<file path="config.mk">
export PLATFORM = sky130hd
export DESIGN_NAME = pipeline_hazard_ctrl
export DESIGN_NICKNAME = d
export VERILOG_FILES = /design/src/rtl/pipeline_hazard_ctrl.sv
export SDC_FILE = /design/constraint.sdc
export NUM_CORES = 1
export LEC_CHECK = 0
export CELL_PAD_IN_SITES_DETAIL_PLACEMENT = 1
export CELL_PAD_IN_SITES_GLOBAL_PLACEMENT = 2
export CORE_AREA = 10 10 109 150
export CTS_CLUSTER_DIAMETER = 120
export DETAILED_ROUTE_END_ITERATION = 7
export DIE_AREA = 0 0 119 160
export GPL_ROUTABILITY_DRIVEN = 0
export PLACE_DENSITY_LB_ADDON = 0.3
export SYNTH_ARGS = -nofsm -noshare
export SYNTH_HDL_FRONTEND = slang
export SYNTH_SLANG_ARGS = --single-unit
</file>
<file path="constraint.sdc">
create_clock -name clk -period 3 [get_ports clk]
set_input_delay 0.3 -clock clk [delete_from_list [all_inputs] [get_ports clk]]
set_output_delay 0.3 -clock clk [all_outputs]
set_load 0.005 [all_outputs]
</file>
<file path="src/rtl/pipeline_hazard_ctrl.sv">
// pipeline_hazard_ctrl: bubble/flush sequencer for the 5-stage RV32I pipeline.
// Ports:
//   clk, rst                       clock and synchronous active-high reset
//   reg1_src_ID/reg2_src_ID        source registers of the ID instruction
//   src1_used_ID/src2_used_ID      ID instruction actually reads rs1/rs2
//   reg_dest_EX, load_EX           destination and load flag of the EX instruction
//   br_EX, jalr_EX, jal_ID         control-transfer indications
//   dcache_miss, dcache_ready      data-cache miss level and data-return indication
//   bubbleX/flushX                 hold/zero controls for PC, IF/ID, ID/EX, EX/MEM, MEM/WB
//   stall_cnt, miss_cnt            wrapping performance counters
//   err_timeout                    sticky flag: a miss waited TIMEOUT cycles
module pipeline_hazard_ctrl #(
    parameter int TIMEOUT = 1024,
    parameter int CNT_W   = 32
) (
    input  logic             clk,
    input  logic             rst,
    input  logic [4:0]       reg1_src_ID,
    input  logic [4:0]       reg2_src_ID,
    input  logic             src1_used_ID,
    input  logic             src2_used_ID,
    input  logic [4:0]       reg_dest_EX,
    input  logic             load_EX,
    input  logic             br_EX,
    input  logic             jalr_EX,
    input  logic             jal_ID,
    input  logic             dcache_miss,
    input  logic             dcache_ready,
    output logic             bubbleF,
    output logic             flushF,
    output logic             bubbleD,
    output logic             flushD,
    output logic             bubbleE,
    output logic             flushE,
    output logic             bubbleM,
    output logic             flushM,
    output logic             bubbleW,
    output logic             flushW,
    output logic [CNT_W-1:0] stall_cnt,
    output logic [CNT_W-1:0] miss_cnt,
    output logic             err_timeout
);
    localparam int WAIT_W = $clog2(TIMEOUT + 1);
    localparam logic [WAIT_W-1:0] WAIT_MAX = WAIT_W'(TIMEOUT);

    typedef enum logic {RUN, MEM_WAIT} state_t;

    state_t state, state_nx;
    logic [WAIT_W-1:0] wait_cnt;
    logic [WAIT_W-1:0] wait_inc;
    logic mem_stall, ctrl_flush, load_use, miss_start, waiting;

    // a miss answered in the same cycle is a hit, so ready always cancels the stall
    assign mem_stall  = !dcache_ready && (state == MEM_WAIT || dcache_miss);
    assign miss_start = state == RUN && dcache_miss && !dcache_ready;
    assign waiting    = state == MEM_WAIT && !dcache_ready;
    assign ctrl_flush = br_EX || jalr_EX;
    assign load_use   = load_EX && reg_dest_EX != 5'd0 &&
                        ((src1_used_ID && reg1_src_ID == reg_dest_EX) ||
                         (src2_used_ID && reg2_src_ID == reg_dest_EX));
    assign wait_inc   = (wait_cnt == WAIT_MAX) ? WAIT_MAX : wait_cnt + 1'b1;

    always_comb begin
        state_nx = state;
        if (miss_start)
            state_nx = MEM_WAIT;
        else if (state == MEM_WAIT && dcache_ready)
            state_nx = RUN;
    end

    always_comb begin
        bubbleF = 1'b0;
        flushF  = 1'b0;
        bubbleD = 1'b0;
        flushD  = 1'b0;
        bubbleE = 1'b0;
        flushE  = 1'b0;
        bubbleM = 1'b0;
        flushM  = 1'b0;
        bubbleW = 1'b0;
        flushW  = 1'b0;
        if (rst) begin
            flushF = 1'b1;
            flushD = 1'b1;
            flushE = 1'b1;
            flushM = 1'b1;
            flushW = 1'b1;
        end else if (mem_stall) begin
            // freeze everything up to MEM; WB gets a bubble while MEM waits
            bubbleF = 1'b1;
            bubbleD = 1'b1;
            bubbleE = 1'b1;
            bubbleM = 1'b1;
            flushW  = 1'b1;
        end else if (ctrl_flush) begin
            flushD = 1'b1;
            flushE = 1'b1;
        end else if (load_use) begin
            bubbleF = 1'b1;
            bubbleD = 1'b1;
            flushE  = 1'b1;
        end else if (jal_ID) begin
            flushD = 1'b1;
        end
    end

    always_ff @(posedge clk) begin
        if (rst) begin
            state       <= RUN;
            wait_cnt    <= '0;
            stall_cnt   <= '0;
            miss_cnt    <= '0;
            err_timeout <= 1'b0;
        end else begin
            state <= state_nx;
            if (bubbleF)
                stall_cnt <= stall_cnt + 1'b1;
            if (miss_start) begin
                miss_cnt <= miss_cnt + 1'b1;
                wait_cnt <= '0;
            end else if (waiting) begin
                wait_cnt <= wait_inc;
            end
            if (waiting && wait_inc == WAIT_MAX)
                err_timeout <= 1'b1;
        end
    end
endmodule

</file>
# Yosys cells after proc, flatten, opt, wreduce, memory -nomap -nowiden

Index checks and enable logic that the tools add are counted.

Bits in registers: 77
Bits in latches: 0
Memory bits (writable): 0
ROM bits: 0
Bits of input ports: 25
Output and inout bits: 75
Logic and storage cells: 49
Memories kept: 0

Add/subtract/negate cells: 3
Multipliers: 0
Div/mod/pow operators: 0
$lt $le $gt $ge: 0
Equality and inequality tests: 4
Shift operators: 0
Muxes and demuxes: 19
Bitwise logic cells: 1
Reductions and logical operators: 17

Operators by type and width:

| cell                                           | count |
|---|---|
| adder 32 x 1 -> 32 bit (second input constant) | 2 |
| equality test 11 bit (second input constant)   | 2 |
| two-way mux 1 bit                              | 18 |
| adder 11 x 1 -> 11 bit (second input constant) | 1 |
| two-way mux 11 bit                             | 1 |
| equality test 5 bit                            | 2 |
| logical AND 1 bit                              | 10 |
| nonzero test 5 bit                             | 1 |
| logical OR 1 bit                               | 3 |
| nonzero test 2 bit                             | 1 |
| OR reduction 2 bit                             | 1 |
| zero test 1 bit                                | 1 |
| NOT 1 bit                                      | 1 |

# Logic depth before layout (Yosys ltp)

Depth after elaboration: 8
Mapped depth: 8
Mapped depth without buffers: 7

# Least setup slack after synthesis

OpenSTA, ideal clock, no wires.

Kind: input to output
Start: in reg_dest_EX[1]
End: out bubbleF
Arrival time: 1.788 ns
Required time: 2.700 ns
Path slack: 0.912 ns
Stages on the path: 7
Path buffers: 3
Cell sequence: or4_1 > o21a_1 > a31oi_2 > buf_4 > buf_4 > nor2_1 > buf_4

Cells in the longest elaborated chain, start to end: 8
Elaborated cells on any way between the ends: 12
Those cells by class: eq/ne (2); mux (4); reduce/logical (6)

RTL lines:

| what                                   | line   | RTL |
|---|---|---|
| start, declared                        | 22     | `input logic [4:0] reg_dest_EX,` |
| equality test 5 bit (on tied branches) | 59, 60 |  |
| logical AND 1 bit (on tied branches)   | 59, 60 |  |
| logical OR 1 bit                       | 59     | `((src1_used_ID && reg1_src_ID == reg_dest_EX) \|\|` |
| logical AND 1 bit *                    | 58     | `assign load_use = load_EX && reg_dest_EX != 5'd0 &&` |
| two-way mux 1 bit * (4 in a row)       | n/a    |  |
| end, declared                          | 29     | `output logic bubbleF,` |

Mark *: on every way between the ends. The rest lies on a longest branch, timed or not.

# Worst setup path in the final report

Start: in reg_dest_EX[3]
End: out bubbleD

Cells in the longest elaborated chain, start to end: 8
Elaborated cells on any way between the ends: 12
Those cells by class: eq/ne (2); mux (4); reduce/logical (6)

RTL lines:

| what                                   | line   | RTL |
|---|---|---|
| equality test 5 bit (on tied branches) | 59, 60 |  |
| logical AND 1 bit (on tied branches)   | 59, 60 |  |
| logical OR 1 bit                       | 59     |  |
| logical AND 1 bit *                    | 58     |  |
| two-way mux 1 bit *                    | 98     | `end else if (load_use) begin` |
| two-way mux 1 bit *                    | 95     | `end else if (ctrl_flush) begin` |
| two-way mux 1 bit *                    | 88     | `end else if (mem_stall) begin` |
| two-way mux 1 bit *                    | 82     | `if (rst) begin` |
| end, declared                          | 31     | `output logic bubbleD,` |

Marked as above.

==> metrics.md <==
| Metric | Value |
|---|---|
| CORE AREA | 0.0137 mm^2 |
| Antenna Cells | 0 |
| Synth cell types | 50 |
| CTS Buf Count | 9 |
| Cell area after synthesis | 0.00398 mm^2 |
| EDFF count, synth | 0 |
| Depth of the most critical reg-to-reg path | 6 |
| Final Power | 2.23 mW |
| CP Launch Type | input pin |
| Slew headroom | 61.5% |
| Ys flop type | dfxtp_1 |
| Crit Path Max Fanout | 3 |
| Worst EP required | 2.70 ns |
| Max Buffers Root-to-Sink | 2 |
| Dpl hpwl | 9.96 mm |
| Hold Violations, Final | 0 |
| Crit path max-delay cell type | clkdlybuf4s50_1 |
| Final cycle utilization of the critical path | 92.7% |
| CP Class | in2out |
| WHS Path Cells | 2 |
| Layout cell share with drive strength beyond 1 | 6.81% |
| Routed WL | 12.9 mm |
| Initial antenna violation count | 0 |
| Nets@finish | 611 |
| Vias | 3859 |
| Fin. max-slew vios | 0 |
| Slowest cell delay on critical path | 0.57 ns |
| Root Buffer | clkbuf_16 |
| Setup violations, final | 0 |
| Post-CTS Setup Inserts | 0 |
| Reg-to-Reg End | stall_cnt[26] |
| Register area | 0.00154 mm^2 |
| Post-synthesis cell count | 485 |
| Filler cells | 1694 |
| Hold path start | rst |
| H-tree levels | 3 |
| Worst reg2reg setup slack | 0.63 ns |
| I/O pins | 100 |
| Initial Utilization | 29.1% |
| Commonest non-fill, non-tap cell in the layout | clkdlybuf4s50_1 |
| Worst reg2reg startpoint | stall_cnt[3] |
| Min-delay worst type | in2reg |
| Buf/Inv on CP | 3 |
| TritonCTS Sinks | 77 |
| Fmax | 360 MHz |
| Pwr Density | 411 mW/mm^2 |
| All-layer global routing usage | 13.5% |
| Mean post-synth cell area | 8.20 um^2 |
| Largest net degree at the start of global routing | 52 |
| DRC Markers | 0 |
| Die area | 0.0190 mm^2 |
| Synth async-reset ratio | 0% |
| Syn nets | 514 |
| Crit path capture type | output port |
| Maximum vdd drop | 0.224 mV |
| DIE HEIGHT | 160 um |
| Drt via density | 5.00 |
| CP dominant cell by count | clkdlybuf4s50_1 |
| Setup TNS | 0 ns |
| Most frequent cells in the layout | 97 x clkdlybuf4s50_1, 77 x dfxtp_1, 56 x nor2_1 |
| DR pass1 iterations | 4 |
| CTS tree | built |
| DR iter-0 viols | 121 |
| Synthesized flop and latch total | 77 |
| Multi-input logic area | 0.00225 mm^2 |
| Leak pwr | 1.79 nW |
| Worst-Skew Late Latency | 0.34 ns |
| YS warnings | 0 |
| Skew final | 0.00749 ns |
| Synth-to-layout area growth | 36.5% |
| Post-CTS sizing | 0 |
| Routed wire per std cell | 16.7 um |
| RSZ-0062 raised after global routing | false |
| Period minus WS final | 2.78 ns |
| Sequential-to-total area share from yosys stat | 38.8% |
| Crit-path cells | clkdlybuf4s50_1 -> xnor2_1 -> nand4_1 -> o22ai_2 -> a31oi_2 -> buf_4 -> nor2_1 -> clkdlybuf4s50_1 |
| Maxcap violations | 0 |
| Post-DRT Antenna Nets | 0 |
| Clock slew at reported path FFs | 0.06 ns |
| FP Rows | 51 |
| Worst-margin pin slew | 0.573 ns |
| Vias in the first global route | 4125 |
| Status | finished clean |
| First-pass GRT wire length | 21.2 mm |
| Hold-fix buffers, CTS | 0 |
| Hold worst-path end | stall_cnt[31] |
| Largest delay share family, worst path | buffers and inverters |
| Remaining Overflow, GRT | 0 |
| Die W | 119 um |
| # port buffers | 98 |
| Critical path arrival | 2.48 ns |
## metal layers
layer  global-route usage [%]  up-vias  wire length [um]
met5                        0        -                 0
met4                     5.29        0               235
met3                     3.46       15               530
met2                     25.7       62              7200
met1                     13.5     1860              4950
li1                         -     1922                 -
## cell type report
type                    count  share of cell area, %
clock inverters             5                  0.645
repair buffers            109                   19.5
flip-flops and latches     77                   28.4
multi-input cells         370                   41.5
clock buffers              11                   4.66
well taps                 185                   4.26
inverters                  15                   1.04
## through the flow
stage	setup WS (ns)	std cells	hold WS, ns	instance area [um^2]	utilization (%)
final	0.219	772	0.382	5430	39.7
after global placement	0.244	756	0.464	5140	37.6
after CTS	0.186	772	0.378	5430	39.7
after floorplan	0.912	485	0.465	3980	-
after global routing	0.105	772	0.409	5430	39.7
after detailed placement	0.184	756	0.470	5140	37.6
## flip-flops by register name, indices dropped and copies added, names as in the netlist
| name | count |
|---|---|
| miss_cnt | 32 |
| stall_cnt | 32 |
| state | 1 |
| err_timeout | 1 |
| wait_cnt | 11 |
## kinds of logic (layout without fill, tap and decap cells)
logic type	Yosys count	in the layout	synth area share, %
multiplexers	5	5	1.45
buffers and inverters	38	140	4.56
flip-flops	77	77	38.8
other	1	1	0.0943
AO/OA/AOI/OAI	90	90	13.3
AND/OR/NAND/NOR	224	224	30.4
XOR/XNOR	46	46	10.1
adder cells (fa/ha/maj)	4	4	1.26
## worst max-delay path by stage
stage                              start      end  slack, ns  cells past startpoint
after floorplan           reg_dest_EX[1]  bubbleF       0.91                      7
after global placement    reg_dest_EX[2]  bubbleF       0.24                      8
after detailed placement  reg_dest_EX[2]  bubbleF       0.18                      8
after CTS                 reg_dest_EX[3]  bubbleF       0.19                      8
after global routing      reg_dest_EX[3]  bubbleF       0.11                      8
final                     reg_dest_EX[3]  bubbleD       0.22                      8
## synth_stat cells (2+ instances only)
master	count	area, um^2
nand4_1	17	106
mux2i_1	2	20.0
nor3_1	8	40.0
dfxtp_1	77	1540
xor2_1	21	184
inv_1	15	56.3
and3_1	11	68.8
and4_1	4	35.0
or3_1	25	156
o21ai_0	26	130
ha_1	4	50.1
or2_2	2	12.5
mux2_2	2	22.5
nor2b_1	5	31.3
nand2_1	32	120
nor2_1	56	210
nand3_1	28	140
or4_1	15	113
a21oi_1	41	205
nor4b_1	3	26.3
nand2b_1	4	25.0
or4b_1	2	20.0
buf_4	8	60.1
buf_1	4	15.0
o31ai_1	12	90.1
clkbuf_1	9	33.8
a21o_1	2	15.0
xnor2_1	25	219
nor4_1	4	25.0
## power by group
group | switching (mW) | internal, mW
registers | 0.00724 | 1.03
clock network | 0.452 | 0.606
logic | 0.0675 | 0.0725
(Power assumes the default switching activity.)
